File: src/rtl/demodulator_if.sv
// demodulator_if: host-side bundle for the serial frame demodulator.
//   start              host -> demod  arm request, level-held until done is seen
//   symbol_time        host -> demod  clock cycles per symbol repetition
//   repetition_factor  host -> demod  repetitions per bit
//   wave_enable        host -> demod  frame qualifier, high for the whole frame
//   in                 host -> demod  serial data level
//   out_bitstream      demod -> host  received frame, first bit in MSB
//   done               demod -> host  frame complete (held until start drops)
//   busy               demod -> host  armed or receiving
//   frame_error        demod -> host  frame aborted early (held like done)
interface demodulator_if #(
  parameter int NUM_BITS = 128
);
  logic                start;
  logic [15:0]         symbol_time;
  logic [3:0]          repetition_factor;
  logic                wave_enable;
  logic                in;
  logic [NUM_BITS-1:0] out_bitstream;
  logic                done;
  logic                busy;
  logic                frame_error;

  modport master (
    output start, symbol_time, repetition_factor, wave_enable, in,
    input  out_bitstream, done, busy, frame_error
  );

  modport slave (
    input  start, symbol_time, repetition_factor, wave_enable, in,
    output out_bitstream, done, busy, frame_error
  );
endinterface

File: src/rtl/demodulator.sv
// demodulator: recovers a NUM_BITS-bit frame from a serial level stream.
// Each bit arrives MSB first, held for st x rf cycles; every repetition is
// sampled at st>>1 and the repetitions are majority-voted (ties -> 0).
// Ports:
//   clk    system clock, rising edge
//   reset  synchronous, active-high
//   bus    demodulator_if.slave (start/config/serial in, frame/done/busy/error out)
// Optional build macro DEMOD_INPUT_SYNC_EN: passes in and wave_enable through
// 2-flop synchronizers first (all timing shifts by 2 cycles).
module demodulator #(
  parameter int NUM_BITS = 128
) (
  input  logic           clk,
  input  logic           reset,
  demodulator_if.slave   bus
);

  localparam int BCW = (NUM_BITS > 1) ? $clog2(NUM_BITS) : 1;

  localparam logic [1:0] IDLE     = 2'd0;
  localparam logic [1:0] ARMED    = 2'd1;
  localparam logic [1:0] RECEIVE  = 2'd2;
  localparam logic [1:0] COMPLETE = 2'd3;

  logic in_s;
  logic we_s;

`ifdef DEMOD_INPUT_SYNC_EN
  logic [1:0] in_sync;
  logic [1:0] we_sync;

  always_ff @(posedge clk) begin
    if (reset) begin
      in_sync <= '0;
      we_sync <= '0;
    end else begin
      in_sync <= {in_sync[0], bus.in};
      we_sync <= {we_sync[0], bus.wave_enable};
    end
  end

  assign in_s = in_sync[1];
  assign we_s = we_sync[1];
`else
  assign in_s = bus.in;
  assign we_s = bus.wave_enable;
`endif

  logic [1:0]          state;
  logic [15:0]         st_q;
  logic [3:0]          rf_q;
  logic [15:0]         sym_cnt;
  logic [3:0]          rep_cnt;
  logic [3:0]          ones_cnt;
  logic [BCW-1:0]      bit_cnt;
  logic [NUM_BITS-1:0] shreg;
  logic [NUM_BITS-1:0] out_q;
  logic                done_q;
  logic                busy_q;
  logic                err_q;

  logic [15:0]         sp;
  logic                sym_last;
  logic                rep_last;
  logic                bit_end;
  logic                last_bit;
  logic [3:0]          ones_next;
  logic                decision;
  logic                active;
  logic [NUM_BITS-1:0] shreg_next;
  logic [BCW:0]        shamt;
  logic [NUM_BITS-1:0] partial;

  always_comb begin
    sp         = st_q >> 1;
    sym_last   = (sym_cnt == st_q - 16'd1);
    rep_last   = (rep_cnt == rf_q - 4'd1);
    bit_end    = sym_last && rep_last;
    last_bit   = (bit_cnt == BCW'(NUM_BITS - 1));
    ones_next  = ones_cnt + {3'b000, (sym_cnt == sp) & in_s};
    decision   = ({ones_next, 1'b0} > {1'b0, rf_q});
    shreg_next = {shreg[NUM_BITS-2:0], decision};
    shamt      = (BCW+1)'(NUM_BITS) - {1'b0, bit_cnt};
    partial    = shreg << shamt;
    // The first wave_enable-high cycle in ARMED is already symbol cycle 0,
    // so it is processed exactly like a RECEIVE cycle.
    active     = we_s && ((state == RECEIVE) || (state == ARMED && bus.start));
  end

  always_ff @(posedge clk) begin
    if (reset) begin
      state    <= IDLE;
      st_q     <= '0;
      rf_q     <= '0;
      sym_cnt  <= '0;
      rep_cnt  <= '0;
      ones_cnt <= '0;
      bit_cnt  <= '0;
      shreg    <= '0;
      out_q    <= '0;
      done_q   <= 1'b0;
      busy_q   <= 1'b0;
      err_q    <= 1'b0;
    end else begin
      case (state)
        IDLE: begin
          done_q <= 1'b0;
          err_q  <= 1'b0;
          busy_q <= 1'b0;
          if (bus.start) begin
            st_q     <= (bus.symbol_time == 16'd0) ? 16'd1 : bus.symbol_time;
            rf_q     <= (bus.repetition_factor == 4'd0) ? 4'd1 : bus.repetition_factor;
            sym_cnt  <= '0;
            rep_cnt  <= '0;
            ones_cnt <= '0;
            bit_cnt  <= '0;
            shreg    <= '0;
            busy_q   <= 1'b1;
            state    <= ARMED;
          end
        end
        ARMED: begin
          if (!bus.start) begin
            busy_q <= 1'b0;
            state  <= IDLE;
          end else if (we_s) begin
            state <= RECEIVE;
          end
        end
        RECEIVE: begin
          if (!we_s) begin
            out_q  <= partial;
            done_q <= 1'b1;
            err_q  <= 1'b1;
            busy_q <= 1'b0;
            state  <= COMPLETE;
          end
        end
        COMPLETE: begin
          if (!bus.start) begin
            done_q <= 1'b0;
            err_q  <= 1'b0;
            state  <= IDLE;
          end
        end
        default: state <= IDLE;
      endcase

      // Counter step; placed after the case so that completion on the last
      // bit boundary overrides the state chosen above.
      if (active) begin
        sym_cnt <= sym_last ? 16'd0 : sym_cnt + 16'd1;
        if (bit_end) begin
          shreg    <= shreg_next;
          ones_cnt <= '0;
          rep_cnt  <= '0;
          bit_cnt  <= bit_cnt + 1'b1;
          if (last_bit) begin
            out_q  <= shreg_next;
            done_q <= 1'b1;
            busy_q <= 1'b0;
            state  <= COMPLETE;
          end
        end else begin
          ones_cnt <= ones_next;
          if (sym_last) rep_cnt <= rep_cnt + 4'd1;
        end
      end
    end
  end

  assign bus.out_bitstream = out_q;
  assign bus.done          = done_q;
  assign bus.busy          = busy_q;
  assign bus.frame_error   = err_q;

endmodule

File: src/flat_wrapper.sv
// flat-port wrapper written by rule: the top's interface ports become plain ports
module demodulator_flat 
#(
  parameter int NUM_BITS = 128
)
  (clk, reset, bus_start, bus_symbol_time, bus_repetition_factor, bus_wave_enable, bus_in, bus_out_bitstream, bus_done, bus_busy, bus_frame_error);
  demodulator_if #(.NUM_BITS(NUM_BITS)) bus_i ();
  input  logic clk;
  input  logic reset;
  input wire logic [$bits(bus_i.start)-1:0] bus_start;
  input wire logic [$bits(bus_i.symbol_time)-1:0] bus_symbol_time;
  input wire logic [$bits(bus_i.repetition_factor)-1:0] bus_repetition_factor;
  input wire logic [$bits(bus_i.wave_enable)-1:0] bus_wave_enable;
  input wire logic [$bits(bus_i.in)-1:0] bus_in;
  output wire logic [$bits(bus_i.out_bitstream)-1:0] bus_out_bitstream;
  output wire logic [$bits(bus_i.done)-1:0] bus_done;
  output wire logic [$bits(bus_i.busy)-1:0] bus_busy;
  output wire logic [$bits(bus_i.frame_error)-1:0] bus_frame_error;
  assign bus_i.start = bus_start;
  assign bus_i.symbol_time = bus_symbol_time;
  assign bus_i.repetition_factor = bus_repetition_factor;
  assign bus_i.wave_enable = bus_wave_enable;
  assign bus_i.in = bus_in;
  assign bus_out_bitstream = bus_i.out_bitstream;
  assign bus_done = bus_i.done;
  assign bus_busy = bus_i.busy;
  assign bus_frame_error = bus_i.frame_error;
  demodulator #(.NUM_BITS(NUM_BITS)) u_core (.clk(clk), .reset(reset), .bus(bus_i));
endmodule
File: config.mk
export PLATFORM = sky130hd
export DESIGN_NAME = demodulator_flat
export DESIGN_NICKNAME = d
export VERILOG_FILES = /design/src/rtl/demodulator_if.sv /design/src/rtl/demodulator.sv /design/src/flat_wrapper.sv
export SDC_FILE = /design/constraint.sdc
export NUM_CORES = 1
export LEC_CHECK = 0
export CORE_ASPECT_RATIO = 2
export CORE_MARGIN = 2
export CORE_UTILIZATION = 40
export DETAILED_ROUTE_END_ITERATION = 8
export PLACE_DENSITY = 0.54
export SYNTH_ARGS = -nofsm -noshare
export SYNTH_HDL_FRONTEND = slang
export SYNTH_SLANG_ARGS = --single-unit
File: constraint.sdc
create_clock -name clk -period 7.4 [get_ports clk]
set_clock_uncertainty 0.2 [all_clocks]
set_input_delay 1.48 -clock clk [delete_from_list [all_inputs] [get_ports clk]]
set_output_delay 1.48 -clock clk [all_outputs]
set_load 0.005 [all_outputs]
== After elaboration in Yosys (flattened, before gate mapping) ==
Index checks and enable logic that the tools add are counted.
W data, S select, Z words.

* Equal/unequal tests: 9
* Reduce and logical (&&, ||, !) cells: 13
* Bitwise logic cells: 1
* $lt $le $gt $ge: 1
* Add/subtract/negate cells: 7
* Muxes and demuxes: 53
* Shift-type cells: 1

{| class="wikitable"
|+ Operators by type and width
! kind !! count
|-
| $mux W128 || 9
|-
| $shl A128 B8 Y128 || 1
|-
| $mux W16 || 5
|-
| $mux W4 || 10
|-
| $mux W7 || 4
|-
| $add A16 B1 Y16 const B || 1
|-
| $eq A16 B15 Y1 || 1
|-
| $eq A16 B16 Y1 || 1
|-
| $logic_not A16 Y1 || 1
|-
| $mux W2 || 8
|-
| $sub A16 B1 Y16 const B || 1
|-
| $mux W1 || 13
|-
| $pmux W1 S3 || 3
|-
| $pmux W2 S4 || 1
|-
| $sub A8 B7 Y8 const A || 1
|-
| $add A7 B1 Y7 const B || 1
|-
| $eq A7 B7 Y1 const B || 1
|-
| $gt A5 B4 Y1 || 1
|-
| $add A4 B1 Y4 || 1
|-
| $add A4 B1 Y4 const B || 1
|-
| $eq A2 B2 Y1 const B || 2
|-
| $eq A4 B4 Y1 || 1
|-
| $logic_not A4 Y1 || 1
|-
| $ne A2 B2 Y1 const B || 2
|-
| 10 further kinds || 14
|}

* Bits in registers: 312
* Output and inout bits: 131
* Logic and storage cells: 97
* Input port bits: 25

== Longest topological paths before layout ==
Gate-level depths: netlist of the first run.

* Word-level depth: 7
* Depth in mapped cells: 19
* Gate-level depth less buffers: 13

== Worst setup path before layout of the first run ==
No wires, ideal clock.

* Path kind: register to register
* From: register u_core.bit_cnt[0]
* To: register u_core.out_q[126] (netlist: u_core.bus.out_bitstream[126])
* Arrival time: 4337 ps
* Path buffers: 9
* Library setup time: 130 ps
* Path slack: 2733 ps
* Stages on the path, launching flop included: 19
* Data required time: 7070 ps
* Period minus slack after synthesis: 4667 ps
* Cells stage by stage: dfxtp_1 -> clkbuf_1 -> buf_2 -> buf_4 -> buf_2 -> buf_4 -> inv_1 -> ha_1 -> clkbuf_1 -> buf_1 -> clkbuf_1 -> clkbuf_1 -> mux4_2 -> mux2i_1 -> mux2i_1 -> mux2i_1 -> nor2_1 -> a2111oi_0 -> a21oi_1

* Longest elaborated chain between the ends: 7
* Elaborated cells on any way between the ends: 8
* Those cells by class: add/sub (1); eq/ne (1); shift (1); mux (5)

{| class="wikitable"
|+ RTL lines
! item !! line !! source
|-
| from (decl) || demodulator.sv:55 || <nowiki>logic [BCW-1:0] bit_cnt;</nowiki>
|-
| from (signal assigned) || demodulator.sv:157 || <nowiki>bit_cnt <= bit_cnt + 1'b1;</nowiki>
|-
| $sub A8 B7 Y8 || demodulator.sv:83 || <nowiki>shamt = (BCW+1)'(NUM_BITS) - {1'b0, bit_cnt};</nowiki>
|-
| $shl A128 B8 Y128 || demodulator.sv:84 || <nowiki>partial = shreg << shamt;</nowiki>
|-
| $mux W128 || demodulator.sv:131 || <nowiki>if (!we_s) begin</nowiki>
|-
| $mux W128 || demodulator.sv:105 || <nowiki>case (state)</nowiki>
|-
| $mux W128 || demodulator.sv:158 || <nowiki>if (last_bit) begin</nowiki>
|-
| $mux W128 || demodulator.sv:153 || <nowiki>if (bit_end) begin</nowiki>
|-
| $mux W128 (*) || demodulator.sv:151 || <nowiki>if (active) begin</nowiki>
|-
| to (signal assigned) || demodulator.sv:132 || <nowiki>out_q <= partial;</nowiki>
|-
| to (signal assigned) || demodulator.sv:159 || <nowiki>out_q <= shreg_next;</nowiki>
|-
| to (decl) || demodulator.sv:57 || <nowiki>logic [NUM_BITS-1:0] out_q;</nowiki>
|}

Every way passes the cells marked *; elsewhere a longest branch is shown, timed or not.
A chain may end at the register's enable or synchronous reset.

== Worst setup path after layout of the first run ==
* From: register u_core.st_q[0]
* To: register u_core.shreg[58]

* Longest elaborated chain between the ends: 5

{| class="wikitable"
|+ RTL lines
! item !! line !! source
|-
| from (decl) || demodulator.sv:50 || <nowiki>logic [15:0] st_q;</nowiki>
|-
| from (signal assigned) || demodulator.sv:111 || <nowiki>st_q <= (bus.symbol_time == 16'd0) ? 16'd1 : bus.symbol_time;</nowiki>
|-
| $sub A16 B1 Y16 || demodulator.sv:76 || <nowiki>sym_last = (sym_cnt == st_q - 16'd1);</nowiki>
|-
| $eq A16 B16 Y1 || demodulator.sv:76 ||
|-
| $logic_and A1 B1 Y1 || demodulator.sv:78 || <nowiki>bit_end = sym_last && rep_last;</nowiki>
|-
| $mux W128 || demodulator.sv:153 ||
|-
| $mux W128 || demodulator.sv:151 ||
|-
| to (signal assigned) || demodulator.sv:154 || <nowiki>shreg <= shreg_next;</nowiki>
|-
| to (decl) || demodulator.sv:56 || <nowiki>logic [NUM_BITS-1:0] shreg;</nowiki>
|}

Every way passes these cells.

==> results of run 1 <==
[kinds of logic after synthesis]
group | Yosys count | synth area share (%)
xor+xnor | 49 | 1.83
mux | 394 | 25.1
simple gates | 735 | 14.7
buf+inv | 347 | 6.22
flops | 312 | 26.6
fa+ha+maj | 16 | 0.852
compound gates | 876 | 24.7
[metrics by stage]
step	area, sq um	cells
global route	26600	3454
finish	26600	3455
floorplan	23500	2729
detailed placement	25400	3395
CTS	26600	3454
global placement	25400	3395
[sequential cells by signal, summed over array words and instances (netlist names), 2 cells and up]
signal                    cells
u_core.ones_cnt               4
u_core.sym_cnt               16
u_core.state                  2
u_core.rep_cnt                4
u_core.shreg                128
u_core.bit_cnt                7
u_core.st_q                  16
u_core.bus.out_bitstream    128
u_core.rf_q                   4
[where the power goes]
group	internal [W]	total (W)	switching [W]
Clock	0.00111	0.00192	0.000809
Combinational	0.000189	0.000617	0.000428
Sequential	0.00170	0.00176	0.0000537
[layer usage]
metal / vias to the layer above / global-route usage, % / share of wire [%]
met4: 2 / 32.0 / 9.9
met5: - / 0 / 0.015
li1: 10497 / - / -
met3: 379 / 5.16 / 6.7
met2: 1428 / 66.4 / 48
met1: 12264 / 44.4 / 35
[layout by cell type, fill, tap and decap left out, drive strengths merged, types with 7 or more instances in the layout]
cell           synthesis  layout
xnor2                 29      29
a21oi                305     305
nor4                  16      16
mux2i                208     208
ha                    16      16
clkinv                 0       7
a211oi                56      56
and3                  13      13
o22ai                 35      35
o31ai                 97      97
mux4                 153     153
a32oi                 26      26
a22oi                 32      32
clkbuf               193      45
dfxtp                312     312
xor2                  20      20
or3                   16      16
o21ai                 51      51
or4                   11      11
inv                   24      25
nor2                 108     108
nand2                232     232
buf                  130      73
mux2                  33      33
a221oi                10      10
a31oi                 32      32
clkdlybuf4s50          0     154
nand4                 17      17
o211ai               147     147
o221a                 10      10
nand3                195     195
nor3                  92      92
o221ai                18      18
a2111oi               13      13
[tightest hold or removal path, stage by stage, from the launching register on]
cell	delay (ns)
dfxtp_1	0.32
nand2_1	0.06
a21oi_1	0.05
[worst paths after layout]
path	from	endpoint	slack (ns)
hold / removal	u_core.rf_q[1]	u_core.rf_q[1]	0.28
setup reg to reg	u_core.st_q[0]	u_core.shreg[58]	2.49
setup / recovery	u_core.st_q[0]	u_core.shreg[58]	2.49
hold reg to reg	u_core.rf_q[1]	u_core.rf_q[1]	0.28
[cells in the mapped netlist, drive strengths merged, types with 3 or more instances]
cell,instances
a21o,6
o21ai,51
clkbuf,193
a2bb2oi,4
o211ai,147
nor2,108
or3,16
o221a,10
nor3,92
nand2b,5
o22ai,35
mux2,33
o31a,3
or4,11
mux4,153
a32oi,26
nor4,16
a211oi,56
a222oi,5
mux2i,208
a221oi,10
nand3,195
ha,16
and2,4
nand4,17
a22oi,32
nor3b,6
xnor2,29
inv,24
dfxtp,312
nand2,232
a2111oi,13
xor2,20
a21oi,305
o31ai,97
and3,13
buf,130
a31oi,32
nor2b,6
o221ai,18
or2,4
a22o,4
[cell type report]
| class | count | area share (%) |
|---|---|---|
| Clock buffer | 45 | 3.66 |
| Tap cell | 762 | 3.58 |
| Sequential cell | 312 | 23.5 |
| Multi-Input combinational cell | 2070 | 60.0 |
| Timing Repair Buffer | 227 | 8.14 |
| Antenna cell | 1 | 0.00939 |
| Inverter | 24 | 0.343 |
| Clock inverter | 14 | 0.784 |
==> impl_metrics.csv, run 1 <==
group,metric,value,unit
timing,finalHoldViolations,0,
hold_path,min_path_type,"reg -> reg",
final_layout,drive_gt1_share,13.6,%
power_and_ir_drop,cellPowerDensity,161,nW/um^2
global_routing,grtUsageTotal,39.5,%
floorplanning,fp.dieW,175,um
clocking,htreeDepth,2,
critical_path,worst-path-buf-inv,3,
timing,tightest_slew,1.37,ns
clocking,clkLatencyLatePin,0.58,ns
logic_synthesis,synth-main-ff-cell,"dfxtp_1",
critical_path,crit_top_cell,"buf_4",
timing,final_max_slew_viol_count,0,
detailed_routing,drtIter0Drc,2792,
critical_path,start_kind,"flop",
critical_path,cpMaxStageDelayCell,"and4_4",
logic_synthesis,synth_cells,2729,
global_routing,grt_pass1_wl,175000,um
place,place.gp.congestion,0.976,
final_layout,regArea,6250,sq um
critical_path,cp_data_arrival_time,5.19,ns
detailed_routing,via_count,24570,
critical_path,critical-path-max-stage-delay,0.71,ns
floorplanning,io_pins,156,
logic_synthesis,synth_area_leader_cell,"dfxtp_1",
logic_synthesis,ys_ff_latch,312,
final_layout,fin_nets,2710,
logic_synthesis,yosysSeqAreaShare,26.6,%
logic_synthesis,synth_warnings,0,
timing,setup_slack,2.49,ns
outcome,status,"finished clean",
final_layout,multi_input_area,16000,sq um
power_and_ir_drop,fin_total_pwr,0.00429,W
global_routing,first_global_vias,23521,
clocking,cts_buffer_depth,3,
power_and_ir_drop,peakVddDrop,0.000316,V
floorplanning,num_rows,125,
detailed_routing,vias_per_cell,7.11,
place,post-place-ws,2.13,ns
logic_synthesis,synth-async-reset-ratio,0,%
timing,finalCritPeriodShare,66.3,%
run,maxCapViolCount,0,
critical_path,critPathTopFamily,"simple AND/OR/NAND/NOR gates",
detailed_routing,firstDrtPassIters,6,
clocking,clock-root-buffer,"clkbuf_16",
final_layout,area_delta_synth_final,13.3,%
detailed_routing,drt_wl_total,124000,um
critical_path,cp.required,7.69,ns
floorplanning,die_h,347,um
global_routing,antenna_found_initial,2,
detailed_routing,drc,0,
logic_synthesis,synth_edf_count,0,
timing,holdWs,0.277,ns
critical_path,worstSetupPathType,"reg -> reg",
logic_synthesis,syn_area_per_cell,8.61,sq um
critical_path,crit_chain,"inv_1, ha_1, or4b_1, and4bb_2, o221ai_2, a2111oi_2, and4_4, buf_4, buf_4, nand3_1, a21oi_1",
detailed_routing,antenna_left,0,
final_layout,fill_cells,5773,
global_routing,gr-total-overflow,0,
clocking,cts_buffers,34,
clocking,cts_tree,"yes",
timing,setup_viol,0,
detailed_routing,avgRoutedWirePerCell,35.8,um
critical_path,cp.depth,11,
logic_synthesis,synth_area_leaders,"dfxtp_1 (27%), mux4_2 (15%), mux2i_1 (8.9%), a21oi_1 (6.5%), o211ai_1 (4.7%)",
clocking,ctsHoldBuffers,0,
logic_synthesis,synth_area,23500,sq um
place,dp.final_hpwl,88700,um
logic_synthesis,synth.top_cell.area_share,26.6,%
timing,max_slew_margin,8.51,%
timing,fin_setup_tns,0,ns
timing,fin_crit,4.91,ns
clocking,post_cts_buffers,0,
global_routing,grt_start_max_net_pins,151,
floorplanning,coreArea,58200,sq um
critical_path,cp_max_fo,65,
critical_path,worstSetupEndpointType,"flop",
timing,fmax,204,MHz
clocking,cts.repair.resized,0,
clocking,clk_pin_slew,0.07,ns
power_and_ir_drop,p_leak,8.80,nW
clocking,cts.sinks,312,
floorplanning,die-area,60800,sq um
timing,rsz0062_at_grt,"no",
place,io_buffers,155,
logic_synthesis,syn_nets,2770,
floorplanning,initial_core_util,40.4,%
critical_path,rr_worst_depth,11,
hold_path,min_path_cells,2,
logic_synthesis,synth.distinct_cells,75,
final_layout,fin_util,45.8,%
No activity file was read; power rests on OpenSTA's default activity.
==> run 2: changes to the inputs <==
Settings changed: PLACE_DENSITY 0.54 to 0.56.
Clock period 7.4 ns to 4.5 ns, I/O delays scaled along.
==> run 2 against run 1 <==
Compared with the run above: sequential share of layout area fell by 1.2 points; largest power group unchanged; register-to-register slack got worse by 2.2 ns; first-iteration DRC count rose by 6.9%; clock-buffer cell count fell by 3; combinational power rose by 77%; critical path depth rose by 1; largest cell class unchanged; clock power rose by 57%; hold slack improved by 0.015 ns; wire length rose by 5.3%; sequential power rose by 64%.
==> impl_metrics.csv, run 2 (synthesis gave the netlist of run 1 again) <==
group,metric,value,unit
clocking,cts.sinks,312,
global_routing,grt_start_max_net_pins,85,
clocking,clock-root-buffer,"clkbuf_16",
detailed_routing,drt_wl_total,130000,um
final_layout,fin_nets,2871,
clocking,cts_tree,"yes",
floorplanning,die-area,60800,sq um
power_and_ir_drop,p_leak,9.69,nW
floorplanning,io_pins,156,
final_layout,fin_area,28100,sq um
clocking,htreeDepth,1,
detailed_routing,via_count,25377,
critical_path,cp.required,4.81,ns
critical_path,critPathTopFamily,"multiplexers",
place,dp.cells,3559,
timing,setup_viol,0,
timing,finalHoldViolations,0,
timing,finalCritPeriodShare,94.5,%
critical_path,cpMaxStageDelayCell,"ha_4",
power_and_ir_drop,peakVddDrop,0.000416,V
timing,fin_crit,4.25,ns
global_routing,first_global_vias,24724,
clocking,cts.repair.resized,0,
final_layout,final_common_cell,"dfxtp_1",
floorplanning,die_h,347,um
floorplanning,fp.dieW,175,um
detailed_routing,firstDrtPassIters,5,
timing,max_slew_margin,8.10,%
power_and_ir_drop,cellPowerDensity,248,nW/um^2
place,dpl_cell_area,27000,sq um
critical_path,worst-path-buf-inv,4,
critical_path,start_kind,"flop",
critical_path,crit_chain,"inv_1, ha_4, buf_12, mux4_2, mux2i_1, buf_4, nand2_1, o211ai_1, a21oi_1, nor4b_1, buf_4, a21oi_1",
clocking,ctsHoldBuffers,0,
detailed_routing,vias_per_cell,7.02,
timing,rsz0062_at_grt,"no",
clocking,cts_buffer_depth,3,
critical_path,cp_max_fo,59,
clocking,clk_pin_slew,0.08,ns
clocking,clkLatencyLatePin,0.63,ns
place,io_buffers,155,
global_routing,gr-total-overflow,0,
final_layout,drive_gt1_share,18.4,%
detailed_routing,drtIter0Drc,2986,
floorplanning,initial_core_util,40.4,%
power_and_ir_drop,fin_total_pwr,0.00699,W
global_routing,grt_pass1_wl,184000,um
place,place.gp.congestion,1.03,
detailed_routing,antenna_left,0,
clocking,post_cts_buffers,0,
critical_path,worstSetupEndpointType,"flop",
floorplanning,coreArea,58200,sq um
final_layout,fill_cells,5670,
hold_path,min_path_type,"reg -> reg",
final_layout,fin_cells,3617,
outcome,status,"finished clean",
floorplanning,num_rows,125,
detailed_routing,avgRoutedWirePerCell,36.0,um
critical_path,critical-path-max-stage-delay,0.76,ns
critical_path,cp_data_arrival_time,4.57,ns
detailed_routing,drc,0,
timing,fmax,235,MHz
run,maxCapViolCount,0,
timing,final_max_slew_viol_count,0,
critical_path,worstSetupPathType,"reg -> reg",
timing,tightest_slew,1.34,ns
clocking,cts_buffers,31,
final_layout,final_cell_mix,"dfxtp_1 (311), a21oi_1 (303), nand2_1 (227)",
global_routing,grtUsageTotal,41.9,%
final_layout,area_delta_synth_final,19.6,%
global_routing,antenna_found_initial,5,
final_layout,fin_util,48.3,%
place,dp.final_hpwl,97100,um
## run 2: worst min-delay path: stages (launching register included)
cell	delay, ns
dfxtp_1	0.33
nand2_1	0.06
a21oi_1	0.06
## run 2: metrics by stage
step           hold WS (ns)  TNS, ns  setup slack, ns
6_report              0.292        0            0.246
2_1_floorplan         0.249  -0.0325          -0.0325
3_3_place_gp          0.261  -0.0668          -0.0668
4_1_cts               0.291        0            0.240
3_5_place_dp          0.281        0           0.0294
5_1_grt               0.323        0            0.181
## run 2: area by class of cell
class | instances | area (sq um) | area share, %
diodes | 2 | 5.00 | 0.0178
clock buffers | 42 | 918 | 3.26
clock inverters | 14 | 219 | 0.778
inverters | 24 | 91.3 | 0.325
multi-input cells | 2070 | 16000 | 56.8
flip-flops and latches | 312 | 6250 | 22.2
well taps | 762 | 953 | 3.39
repair buffers | 391 | 3720 | 13.2
## run 2: metal layers
| layer | vias up | part of all wire (%) | global-route usage (%) |
|---|---|---|---|
| li1 | 10828 | - | - |
| met1 | 12584 | 34 | 46.5 |
| met3 | 452 | 7.5 | 7.11 |
| met4 | 6 | 11 | 36.6 |
| met2 | 1507 | 47 | 68.6 |
| met5 | - | 0.035 | 0 |
## run 2: path summary, 6_finish.rpt
path	slack, ns	cells past startpoint	endpoint	startpoint
worst min-delay path	0.29	2	u_core.rf_q[1]	u_core.rf_q[1]
worst max register to register	0.25	12	u_core.bus.out_bitstream[96]	u_core.bit_cnt[0]
worst min register to register	0.29	2	u_core.rf_q[1]	u_core.rf_q[1]
worst max-delay path	0.25	12	u_core.bus.out_bitstream[96]	u_core.bit_cnt[0]
## run 2: report_power, final
group | internal (W) | total, W | switching (W)
clock | 0.00172 | 0.00302 | 0.00130
sequential | 0.00280 | 0.00288 | 0.0000792
combinational | 0.000346 | 0.00109 | 0.000741
